File: config.mk
export PLATFORM = sky130hd
export DESIGN_NAME = systolic_result_readout
export DESIGN_NICKNAME = d
export VERILOG_FILES = /design/src/rtl/systolic_result_readout.sv
export SDC_FILE = /design/constraint.sdc
export NUM_CORES = 1
export LEC_CHECK = 0
export ABC_AREA = 1
export CORE_UTILIZATION = 50
export DETAILED_ROUTE_END_ITERATION = 16
export PLACE_DENSITY = 0.8
export SYNTH_ARGS = -nofsm -noshare
export SYNTH_HDL_FRONTEND = slang
export SYNTH_SLANG_ARGS = --single-unit
File: constraint.sdc
create_clock -name clk -period 2.55 [get_ports clk]
set_clock_uncertainty 0.05 [all_clocks]
set_input_delay 0.51 -clock clk [delete_from_list [all_inputs] [get_ports clk]]
set_output_delay 0.51 -clock clk [all_outputs]
set_load 0.02 [all_outputs]
File: src/rtl/systolic_result_readout.sv
// Reads every result row from the output SRAM after tpu_done, in ascending address order.
// Each row is streamed to the host one element at a time over a valid/ready handshake.
module systolic_result_readout #(
  parameter int ARRAY_SIZE    = 8,
  parameter int DATA_WIDTH    = 16,
  parameter int K_ACCUM_DEPTH = 8,
  parameter int DATA_SET      = 1,
  parameter int ADDR_WIDTH    = 7
) (
  input  logic                             clk,
  input  logic                             srst,
  input  logic                             tpu_done,
  output logic                             sram_rd_en,
  output logic [ADDR_WIDTH-1:0]            sram_rd_addr,
  input  logic [ARRAY_SIZE*DATA_WIDTH-1:0] sram_rd_data,
  output logic                             out_valid,
  input  logic                             out_ready,
  output logic [DATA_WIDTH-1:0]            out_data,
  output logic [ADDR_WIDTH-1:0]            out_row,
  output logic [$clog2(ARRAY_SIZE)-1:0]    out_col,
  output logic                             out_last,
  output logic                             busy,
  output logic                             readout_done
);

  localparam int NUM_ROWS  = (K_ACCUM_DEPTH + 1) * DATA_SET;
  localparam int COL_WIDTH = $clog2(ARRAY_SIZE);
  localparam logic [ADDR_WIDTH-1:0] LAST_ROW = ADDR_WIDTH'(NUM_ROWS - 1);
  localparam logic [COL_WIDTH-1:0]  LAST_COL = COL_WIDTH'(ARRAY_SIZE - 1);

  typedef enum logic [2:0] {
    S_IDLE   = 3'd0,
    S_REQ    = 3'd1,
    S_WAIT   = 3'd2,
    S_STREAM = 3'd3,
    S_DONE   = 3'd4
  } state_t;

  state_t                           state;
  logic [ADDR_WIDTH-1:0]            row;
  logic [COL_WIDTH-1:0]             col;
  logic [ARRAY_SIZE*DATA_WIDTH-1:0] buffer;
  logic [COL_WIDTH-1:0]             col_next;
  logic [DATA_WIDTH-1:0]            elem_next;

  // Element that becomes visible after the current one is accepted
  always_comb begin
    col_next  = col + COL_WIDTH'(1);
    elem_next = buffer[col_next*DATA_WIDTH +: DATA_WIDTH];
  end

  // Readout sequencer; every output is a register updated alongside the state
  always_ff @(posedge clk) begin
    if (srst) begin
      state        <= S_IDLE;
      row          <= '0;
      col          <= '0;
      buffer       <= '0;
      sram_rd_en   <= 1'b0;
      sram_rd_addr <= '0;
      out_valid    <= 1'b0;
      out_data     <= '0;
      out_row      <= '0;
      out_col      <= '0;
      out_last     <= 1'b0;
      busy         <= 1'b0;
      readout_done <= 1'b0;
    end else begin
      sram_rd_en   <= 1'b0;
      readout_done <= 1'b0;
      case (state)
        S_IDLE: begin
          if (tpu_done) begin
            state        <= S_REQ;
            row          <= '0;
            sram_rd_en   <= 1'b1;
            sram_rd_addr <= '0;
            busy         <= 1'b1;
          end
        end
        S_REQ: begin
          state <= S_WAIT;
        end
        S_WAIT: begin
          // SRAM data is valid exactly one cycle after the read strobe
          buffer    <= sram_rd_data;
          col       <= '0;
          out_valid <= 1'b1;
          out_data  <= sram_rd_data[DATA_WIDTH-1:0];
          out_row   <= row;
          out_col   <= '0;
          out_last  <= (row == LAST_ROW) && (LAST_COL == COL_WIDTH'(0));
          state     <= S_STREAM;
        end
        S_STREAM: begin
          if (out_ready) begin
            if (col != LAST_COL) begin
              col      <= col_next;
              out_col  <= col_next;
              out_data <= elem_next;
              out_last <= (row == LAST_ROW) && (col_next == LAST_COL);
            end else begin
              out_valid <= 1'b0;
              out_last  <= 1'b0;
              if (row != LAST_ROW) begin
                row          <= row + ADDR_WIDTH'(1);
                sram_rd_en   <= 1'b1;
                sram_rd_addr <= row + ADDR_WIDTH'(1);
                state        <= S_REQ;
              end else begin
                readout_done <= 1'b1;
                state        <= S_DONE;
              end
            end
          end
        end
        S_DONE: begin
          busy  <= 1'b0;
          state <= S_IDLE;
        end
        default: begin
          state     <= S_IDLE;
          out_valid <= 1'b0;
          out_last  <= 1'b0;
          busy      <= 1'b0;
        end
      endcase
    end
  end

endmodule

==> results of run 1 <==
==> per-layer routing <==
| layer | part of all wire (%) | GRT usage, % | wire, um | up-vias |
|---|---|---|---|---|
| met5 | 0 | 0 | 0 | - |
| met4 | 3.4 | 14.6 | 714 | 0 |
| met3 | 6.1 | 5.76 | 1290 | 53 |
| met2 | 46 | 44.1 | 9730 | 256 |
| met1 | 44 | 34.3 | 9210 | 3345 |
| li1 | - | - | - | 3726 |
==> synthesized netlist by cell type <==
cell      number  area [sq um]
nand3_1       17          85.1
buf_2         16          80.1
buf_8          1          15.0
a31oi_1        1          6.26
ha_1           5          62.6
inv_1         70           263
o21ai_0      175           876
o211ai_1      28           210
nand3_4        2          35.0
buf_4          2          15.0
nor3_1         3          15.0
dfxtp_1      169          3380
nand2_2        5          31.3
buf_12         2          40.0
nor2_1       247           927
nor3b_1        1          7.51
nor4_1         1          6.26
nand2_4        2          22.5
a21oi_1       70           350
nand3_2        1          10.0
inv_2          2          7.51
nand2_1      181           679
xor2_1         1          8.76
buf_1          4          15.0
inv_8          1          11.3
clkbuf_1      51           191
nor2_4         4          45.0
nand4_1        1          6.26
o21ai_1       16          80.1
o21ai_2        2          17.5
==> final cells by class <==
class	count	area, sq um	share of cell area (%)
clock inverter	13	153	1.56
sequential	169	3390	34.5
multi-input combinational	763	3480	35.5
clock buffer	19	443	4.52
inverter	73	284	2.90
timing repair buffer	182	1830	18.6
tap	184	230	2.35
==> power by group through the flow <==
stage / clock (mW) / combinational, mW / sequential (mW)
3_5_place_dp: 0 / 2.05 / 3.49
2_1_floorplan: 0 / 1.29 / 3.55
3_3_place_gp: 0 / 2.02 / 3.48
6_report: 2.60 / 2.07 / 3.44
5_1_grt: 2.75 / 2.32 / 3.50
4_1_cts: 2.62 / 2.08 / 3.44
==> cells by family after synthesis <==
family | after synthesis
AND/OR/NAND/NOR | 465
flip-flops | 169
XOR/XNOR | 1
adder cells (fa/ha/maj) | 5
buffers and inverters | 149
AO/OA/AOI/OAI | 292
==> through the flow <==
stage               setup WS [ps]  instance area [sq um]  utilization [%]  power [mW]
finish                        336                   9810             67.2        8.12
global route                  212                   9810             67.2        8.56
CTS                           330                   9810             67.2        8.14
detailed placement            497                   9210             63.1        5.54
global placement              507                   9210             63.1        5.50
floorplan                     334                   7500                -        4.83
==> flip-flops by register name (all words and copies together) (netlist names) <==
| name | cells |
|---|---|
| out_valid | 1 |
| col | 3 |
| out_last | 1 |
| sram_rd_en | 1 |
| buffer | 128 |
| out_row | 7 |
| out_data | 16 |
| state | 3 |
| row | 7 |
| busy | 1 |
| readout_done | 1 |
==> tightest hold or removal path, delay by kind of cell (launching register included) <==
kind | cells | cell delay [ps]
DFF | 1 | 300
AOI/OAI and AO/OA | 1 | 50
buffers and inverters | 1 | 60
==> worst paths after layout <==
check	slack [ps]	end	cells past startpoint
worst max-delay path	340	out_col[0]	1
worst min-delay path	400	buffer[11]	2
worst max register to register	480	out_data[4]	9
worst min register to register	400	buffer[11]	2
==> results.py, run 1 <==
metrics = {
    "status": {
        "status": "complete, no violations",
    },
    "floorplan": {
        "core_area_sq_um": 14600,
        "start_util_pct": 51.4,
        "num_rows": 44,
        "boundaryPins": 170,
        "die_w_um": 125,
        "die_area_sq_um": 15500,
        "fp.dieH_um": 125,
    },
    "power_and_ir_drop": {
        "p_leak_nw": 3.81,
        "switchingPower_mw": 2.53,
        "intPower_mw": 5.59,
        "pwr_density_cell_nw_per_um2": 828,
        "switching_share_pct": 31.2,
        "combPwrFrac_pct": 25.5,
        "power_frac_seq_pct": 42.4,
        "p_clk_share_pct": 32.1,
        "peakVddDrop_v": 0.000529,
    },
    "global_route": {
        "grt_pass1_vias": 6891,
        "antenna_found_initial": 0,
        "grt.total_usage_pct": 27.4,
        "grt_max_degree": 152,
        "grt.overflow.total": 0,
        "grt_first_pass_wirelength_um": 33800,
    },
    "logic_synthesis": {
        "synth_seq_area_share_pct": 45.1,
        "synth_xor_area_share_pct": 0.117,
        "synth-simple-area-share_pct": 24.9,
        "synth_nets": 1218,
        "synthMuxAreaShare_pct": 0,
        "synth_compound_area_share_pct": 20.5,
        "syn_inst": 1081,
        "synth_top_family_by_area": "simple AND/OR/NAND/NOR gates",
        "synthesis.area_sq_um": 7500,
        "yosysWarnings": 0,
        "ys_types": 30,
        "synth_area_per_cell_sq_um": 6.94,
        "synth_fa_ha_area_share_pct": 0.834,
        "ys_seq_elements": 169,
    },
    "critical_path": {
        "critPathLaunch": "col[0]",
        "r2r-start": "col[0]",
        "cp_data_required_time_ps": 1990,
        "start_kind": "register",
        "end_kind": "output port",
        "cp_num_buf_inv": 1,
        "crit_type": "reg2out",
        "path_cells": "clkdlybuf4s50_1",
        "critPathMaxStageDelay_ps": 700,
        "worstPathMaxFanout": 30,
        "worst_path_max_delay_cell": "clkdlybuf4s50_1",
        "cp_data_arrival_time_ps": 1650,
        "critPathTopFamily": "buffers and inverters",
    },
    "timing": {
        "hold_slack_ps": 404,
        "final_hold_viol_count": 0,
        "min_period_ps": 2210,
        "maxSlewViolCount": 0,
        "worst_pin_slew_ps": 717,
        "fin_crit_sh_pct": 86.8,
        "setup_tns_ps": 0,
        "setup_viol": 0,
        "clock.fmax_mhz": 452,
        "maxSlewHeadroom_pct": 52.2,
        "rsz0062_at_grt": "false",
    },
    "flow_run": {
        "cap_violations": 0,
    },
    "cts": {
        "post_cts_buffers": 0,
        "ctsHoldBuffers": 0,
        "tritoncts": "built",
        "cts_inserted_buffers": 17,
        "insertion_delay_ps": 440,
        "ctsLongestPathBuffers": 2,
        "clock-root-buffer": "clkbuf_16",
        "cts.clk_slew.worst_paths_ps": 60,
        "htree_levels": 4,
        "cts_resized": 0,
        "clock_sinks": 169,
    },
    "routing": {
        "wl_per_cell_um": 14.9,
        "firstDrtPassIters": 5,
        "drc": 0,
        "wirelength_um": 20900,
        "routed_via_density": 5.26,
        "vias": 7380,
        "first_iter_violations": 732,
        "ant_nets": 0,
    },
    "final_layout": {
        "syn_to_final_growth_pct": 30.7,
        "fin_nets": 1343,
        "stdcell_count": 1403,
        "most-common-layout-cells": "nor2_1, nand2_1, o21ai_0, clkdlybuf4s50_1, dfxtp_1",
        "drive_gt1_share_pct": 5.33,
        "final_common_cell": "nor2_1",
        "nFillCells": 1306,
        "n_antenna_cell": 0,
    },
    "place": {
        "gp_congestion": 0.876,
        "place.port_buffers": 169,
        "hpwl_um": 13900,
        "dp.cells": 1371,
    },
    "worst_hold_path": {
        "hp-class": "reg2reg",
        "hold_start": "buffer[11]",
    },
}
Power figures use the tool's default switching activity.
==> run 2, diff against run 1 <==
- ABC_AREA: 1 -> 0
- CORE_UTILIZATION: 50 -> 40
- PLACE_DENSITY: 0.8 -> 0.66
==> results.py, run 2 <==
metrics = {
    "final_layout": {
        "n_antenna_cell": 0,
        "reg_top3": "buffer: 128 flops, out_data: 16 flops",
        "stdcell_count": 1212,
        "seq_area_sq_um": 3380,
        "nFillCells": 1592,
        "drive_gt1_share_pct": 8.41,
        "utilization_pct": 54.6,
        "largest_reg_flops": 128,
        "most-common-layout-cells": "nand2_1, dfxtp_1, clkdlybuf4s50_1, a21oi_1, mux4_2",
        "final_common_cell": "nand2_1",
        "multi_input_area_sq_um": 3460,
        "syn_to_final_growth_pct": 32.3,
        "regMostFlops": "buffer",
        "fin_nets": 1112,
    },
    "logic_synthesis": {
        "synthArstFlopShare_pct": 0,
        "synth.most_common_cell": "nand2_1",
        "ys.flop_type": "dfxtp_1",
        "yosysTopAreaCell": "dfxtp_1",
        "synthesis.area_sq_um": 7210,
        "ys_types": 40,
        "ys_seq_elements": 169,
        "synth_top_family_by_area": "simple AND/OR/NAND/NOR gates",
        "synth_compound_area_share_pct": 14.8,
        "synth-edff-count": 0,
        "synthTopCellsByArea": "dfxtp_1, nand2_1, a21oi_1",
        "syn_inst": 843,
        "synth_nets": 980,
        "synthMuxAreaShare_pct": 12.4,
        "yosysWarnings": 0,
        "synthDominantCellAreaShare_pct": 46.9,
        "synth-simple-area-share_pct": 19.8,
        "synth_area_per_cell_sq_um": 8.56,
        "synth_seq_area_share_pct": 46.9,
        "synth_fa_ha_area_share_pct": 0.867,
        "synth_xor_area_share_pct": 0.121,
        "yosys-top-cells-count": "nand2_1, dfxtp_1, a21oi_1",
    },
    "timing": {
        "worst_pin_slew_ps": 785,
        "setup_viol": 0,
        "min_period_ps": 2300,
        "clock.fmax_mhz": 435,
        "setup_tns_ps": 0,
        "final_hold_viol_count": 0,
        "maxSlewViolCount": 0,
        "maxSlewHeadroom_pct": 47.7,
        "rsz0062_at_grt": "false",
        "fin_crit_sh_pct": 90.2,
    },
    "critical_path": {
        "cp_data_arrival_time_ps": 2540,
        "cp_num_buf_inv": 1,
        "cp_data_required_time_ps": 2790,
        "path_cells": "ha_1, ha_2, buf_12, mux4_2, mux2i_1, a211o_1, a21oi_1",
        "worstPathMaxFanout": 22,
        "worst_path_max_delay_cell": "ha_2",
        "critPathMaxStageDelay_ps": 610,
        "crit_type": "reg2reg",
        "start_kind": "register",
        "critPathTopFamily": "adder cells",
        "end_kind": "register",
    },
    "floorplan": {
        "boundaryPins": 170,
        "core_area_sq_um": 17500,
        "die_w_um": 136,
        "start_util_pct": 41.3,
        "die_area_sq_um": 18600,
        "fp.dieH_um": 136,
        "num_rows": 48,
    },
    "place": {
        "hpwl_um": 15600,
        "place.port_buffers": 169,
        "gp_congestion": 0.901,
        "dp.cells": 1181,
    },
    "cts": {
        "clock_sinks": 169,
        "cts_inserted_buffers": 17,
        "clock-root-buffer": "clkbuf_16",
        "cts_resized": 0,
        "ctsLongestPathBuffers": 2,
        "cts.clk_slew.worst_paths_ps": 60,
        "tritoncts": "built",
        "post_cts_buffers": 0,
        "htree_levels": 4,
        "insertion_delay_ps": 430,
        "ctsHoldBuffers": 0,
    },
    "worst_hold_path": {
        "hp-class": "in2reg",
    },
    "global_route": {
        "grt_first_pass_wirelength_um": 32700,
        "antenna_found_initial": 1,
        "grt_max_degree": 159,
        "grt.total_usage_pct": 24.0,
        "grt_pass1_vias": 5554,
        "grt.overflow.total": 0,
    },
    "routing": {
        "drc": 0,
        "routed_via_density": 5.22,
        "wl_per_cell_um": 17.8,
        "vias": 6332,
        "firstDrtPassIters": 5,
        "ant_nets": 0,
        "first_iter_violations": 685,
        "wirelength_um": 21600,
    },
    "power_and_ir_drop": {
        "p_leak_nw": 3.40,
        "pwr_density_cell_nw_per_um2": 656,
        "peakVddDrop_v": 0.000492,
    },
    "flow_run": {
        "cap_violations": 0,
    },
    "status": {
        "status": "complete, no violations",
    },
}
run 2: cell types whose count changed after synthesis, moves of 14 or more:
cell,delta
o211ai_1,-28
o21ai_1,-15
nand2_1,+113
inv_1,-65
a21oi_1,+88
o21ai_0,-173
mux4_2,+32
nor2_1,-219
clkbuf_1,-18
a211o_1,+16
nand3_1,-14
mux2i_1,+17
run 2: kinds of logic (layout without fill, tap and decap cells):
logic type / count (synthesis) / in the layout
mux: 49 / 49
fa+ha+maj: 5 / 5
xor+xnor: 1 / 1
simple gates: 354 / 354
flops: 169 / 169
compound gates: 192 / 192
buf+inv: 73 / 217
run 2: worst register-to-register path, cell delays in order, from the launching register on:
cell and delay [ps]:
dfxtp_1 350, ha_1 210, ha_2 610, buf_12 240, mux4_2 350, mux2i_1 150
a211o_1 140, a21oi_1 50
run 2: worst paths after layout:
path                    from           to  slack [ps]  depth (start not counted)
hold reg to reg   out_row[3]   out_row[3]         400                          2
hold / removal          srst   out_row[4]         290                          2
setup / recovery      col[0]  out_data[9]         250                          7
setup reg to reg      col[0]  out_data[9]         250                          7
run 2: final cells by class:
type | count | area share (%)
clock buffers | 20 | 4.79
clock inverters | 11 | 0.905
flip-flops and latches | 169 | 35.5
repair buffers | 180 | 19.4
inverters | 6 | 0.236
well taps | 225 | 2.95
multi-input cells | 601 | 36.3
run 2: per-stage QoR:
stage          power (mW)  instance area (sq um)  setup slack [ps]  hold slack, ps
2_1_floorplan        3.46                   7210              83.1             383
3_3_place_gp         3.90                   8990               308             391
3_5_place_dp         3.90                   8990               266             394
4_1_cts              6.28                   9540               259             269
5_1_grt              6.51                   9540              82.1             274
6_report             6.26                   9540               250             288
run 2: per-layer routing:
layer  part of all wire, %  wire length, um  track usage (%)  up-vias
met5                 0.060               13                0        -
met4                   1.4              305             6.48        2
met3                   7.7             1660             5.44       25
met2                    44             9430             34.7      238
met1                    47            10200             35.4     2932
li1                      -                -                -     3135
run 2: power by group:
group / internal (mW) / switching, mW / leakage [nW]
Combinational: 0.448 / 0.455 / 1.77
Clock: 1.31 / 1.10 / 0.264
Sequential: 2.80 / 0.150 / 1.38
Total: 4.55 / 1.70 / 3.40
==> run 3, diff against run 2 <==
- CORE_ASPECT_RATIO: unset -> 0.8
- CORE_MARGIN: unset -> 2
==> results.py, run 3 (synthesis gave the netlist of run 2 again) <==
metrics = {
    "routing": {
        "first_iter_violations": 734,
        "ant_nets": 0,
        "wl_per_cell_um": 18.2,
        "firstDrtPassIters": 6,
        "vias": 6471,
        "drc": 0,
        "wirelength_um": 22200,
        "routed_via_density": 5.32,
    },
    "floorplan": {
        "start_util_pct": 41.2,
        "num_rows": 43,
        "core_area_sq_um": 17500,
        "die_w_um": 154,
        "die_area_sq_um": 19100,
        "fp.dieH_um": 124,
        "boundaryPins": 170,
    },
    "timing": {
        "rsz0062_at_grt": "false",
        "setup_viol": 0,
        "final_hold_viol_count": 0,
        "maxSlewHeadroom_pct": 40.4,
        "worst_pin_slew_ps": 894,
        "clock.fmax_mhz": 447,
        "maxSlewViolCount": 0,
        "setup_tns_ps": 0,
        "fin_crit_sh_pct": 87.8,
        "min_period_ps": 2240,
    },
    "final_layout": {
        "multi_input_area_sq_um": 3470,
        "most-common-layout-cells": "nand2_1, dfxtp_1, clkdlybuf4s50_1, a21oi_1, mux4_2",
        "stdcell_count": 1216,
        "final_common_cell": "nand2_1",
        "fin_area_sq_um": 9580,
        "reg_top3": "buffer: 128 flops, out_data: 16 flops",
        "n_antenna_cell": 0,
        "seq_area_sq_um": 3380,
        "fin_nets": 1115,
        "syn_to_final_growth_pct": 32.8,
        "drive_gt1_share_pct": 8.68,
        "regMostFlops": "buffer",
        "nFillCells": 1595,
        "largest_reg_flops": 128,
    },
    "cts": {
        "cts.clk_slew.worst_paths_ps": 60,
        "clock-root-buffer": "clkbuf_16",
        "cts_inserted_buffers": 17,
        "ctsLongestPathBuffers": 2,
        "insertion_delay_ps": 430,
        "tritoncts": "built",
        "htree_levels": 4,
        "clock_sinks": 169,
        "ctsHoldBuffers": 0,
    },
    "place": {
        "hpwl_um": 16000,
        "dp.cells": 1184,
        "placed_cell_area_sq_um": 8990,
        "gp_congestion": 0.910,
        "place.port_buffers": 169,
    },
    "power_and_ir_drop": {
        "peakVddDrop_v": 0.000450,
        "intPower_mw": 4.70,
        "p_leak_nw": 3.42,
        "switching_share_pct": 26.7,
        "pwr_density_cell_nw_per_um2": 669,
        "total_power_mw": 6.41,
        "switchingPower_mw": 1.71,
        "power_frac_seq_pct": 45.9,
        "p_clk_share_pct": 39.9,
        "combPwrFrac_pct": 14.3,
    },
    "flow_run": {
        "cap_violations": 0,
    },
    "global_route": {
        "grt.overflow.total": 0,
        "grt_max_degree": 96,
        "grt_first_pass_wirelength_um": 33700,
        "grt_pass1_vias": 5853,
        "grt.total_usage_pct": 23.3,
        "use_met2_pct": 32.3,
        "use_met3_pct": 4.84,
        "use_met1_pct": 36.1,
        "antenna_found_initial": 0,
        "busiest_layer": "met1",
    },
    "critical_path": {
        "cp_data_required_time_ps": 2780,
        "worstPathMaxFanout": 13,
        "cp_data_arrival_time_ps": 2470,
        "start_kind": "register",
        "critPathMaxStageDelay_ps": 580,
        "end_kind": "register",
        "worst_path_max_delay_cell": "mux4_2",
        "reg2reg_slack_ps": 310,
        "path_cells": "inv_2, ha_2, buf_4, mux4_2, mux2i_1, a211o_1, a21oi_1",
        "crit_type": "reg2reg",
    },
    "worst_hold_path": {
        "hp-class": "in2reg",
    },
    "status": {
        "status": "complete, no violations",
    },
}
run 3: cell types whose count changed in the layout (fill, tap and decap cells not counted), moves of 2 or more:
cell / previous run / this run
bufinv_16: 0 / 2
clkbuf_8: 2 / 0
clkinv_4: 2 / 4
buf_12: 6 / 4
buf_4: 6 / 11
inv_6: 5 / 2
run 3: layout make-up:
| cell class | instances | share of cell area (%) |
|---|---|---|
| clock buffer | 19 | 4.52 |
| timing repair buffer | 183 | 19.3 |
| tap | 225 | 2.94 |
| inverter | 6 | 0.235 |
| multi-input combinational | 601 | 36.2 |
| clock inverter | 13 | 1.51 |
| sequential | 169 | 35.3 |
run 3: worst paths after layout:
check                                from     endpoint  cells after the start
worst max register to register     col[0]  out_data[5]                      7
worst min register to register  buffer[5]    buffer[5]                      2
worst max-delay path               col[0]  out_data[5]                      7
worst min-delay path                 srst   out_row[5]                      2
run 3: critical path, delay by kind of cell (launching register included):
| kind | cells | cell delay, ps |
|---|---|---|
| AOI/OAI and AO/OA | 2 | 210 |
| adders and majority gates | 1 | 350 |
| buffers and inverters | 2 | 330 |
| DFF | 1 | 410 |
| muxes | 2 | 750 |
run 3: timing repair:
action                     4_1_cts  5_1_grt
resized for setup                0        1
setup endpoints to repair        0        3
setup buffers                    0        0
run 3: through the flow:
stage / setup slack, ps / hold WS, ps / utilization, %
2_1_floorplan: 83.1 / 383 / -
3_3_place_gp: 178 / 390 / 51.4
3_5_place_dp: 118 / 396 / 51.4
4_1_cts: 98.4 / 298 / 54.7
5_1_grt: 205 / 316 / 54.8
6_report: 312 / 311 / 54.8
run 3: power by group through the flow:
stage               logic, mW  clock network [mW]  registers, mW
global placement        0.902                   0           3.00
floorplan               0.500                   0           2.96
CTS                     0.917                2.58           2.94
global route            0.998                2.68           2.95
finish                  0.916                2.56           2.94
detailed placement      0.913                   0           2.99
run 3: per-layer routing:
metal,vias to the layer above,wire (um)
met5,-,0
met1,3018,10600
li1,3137,-
met3,21,1890
met4,0,323
met2,295,9330
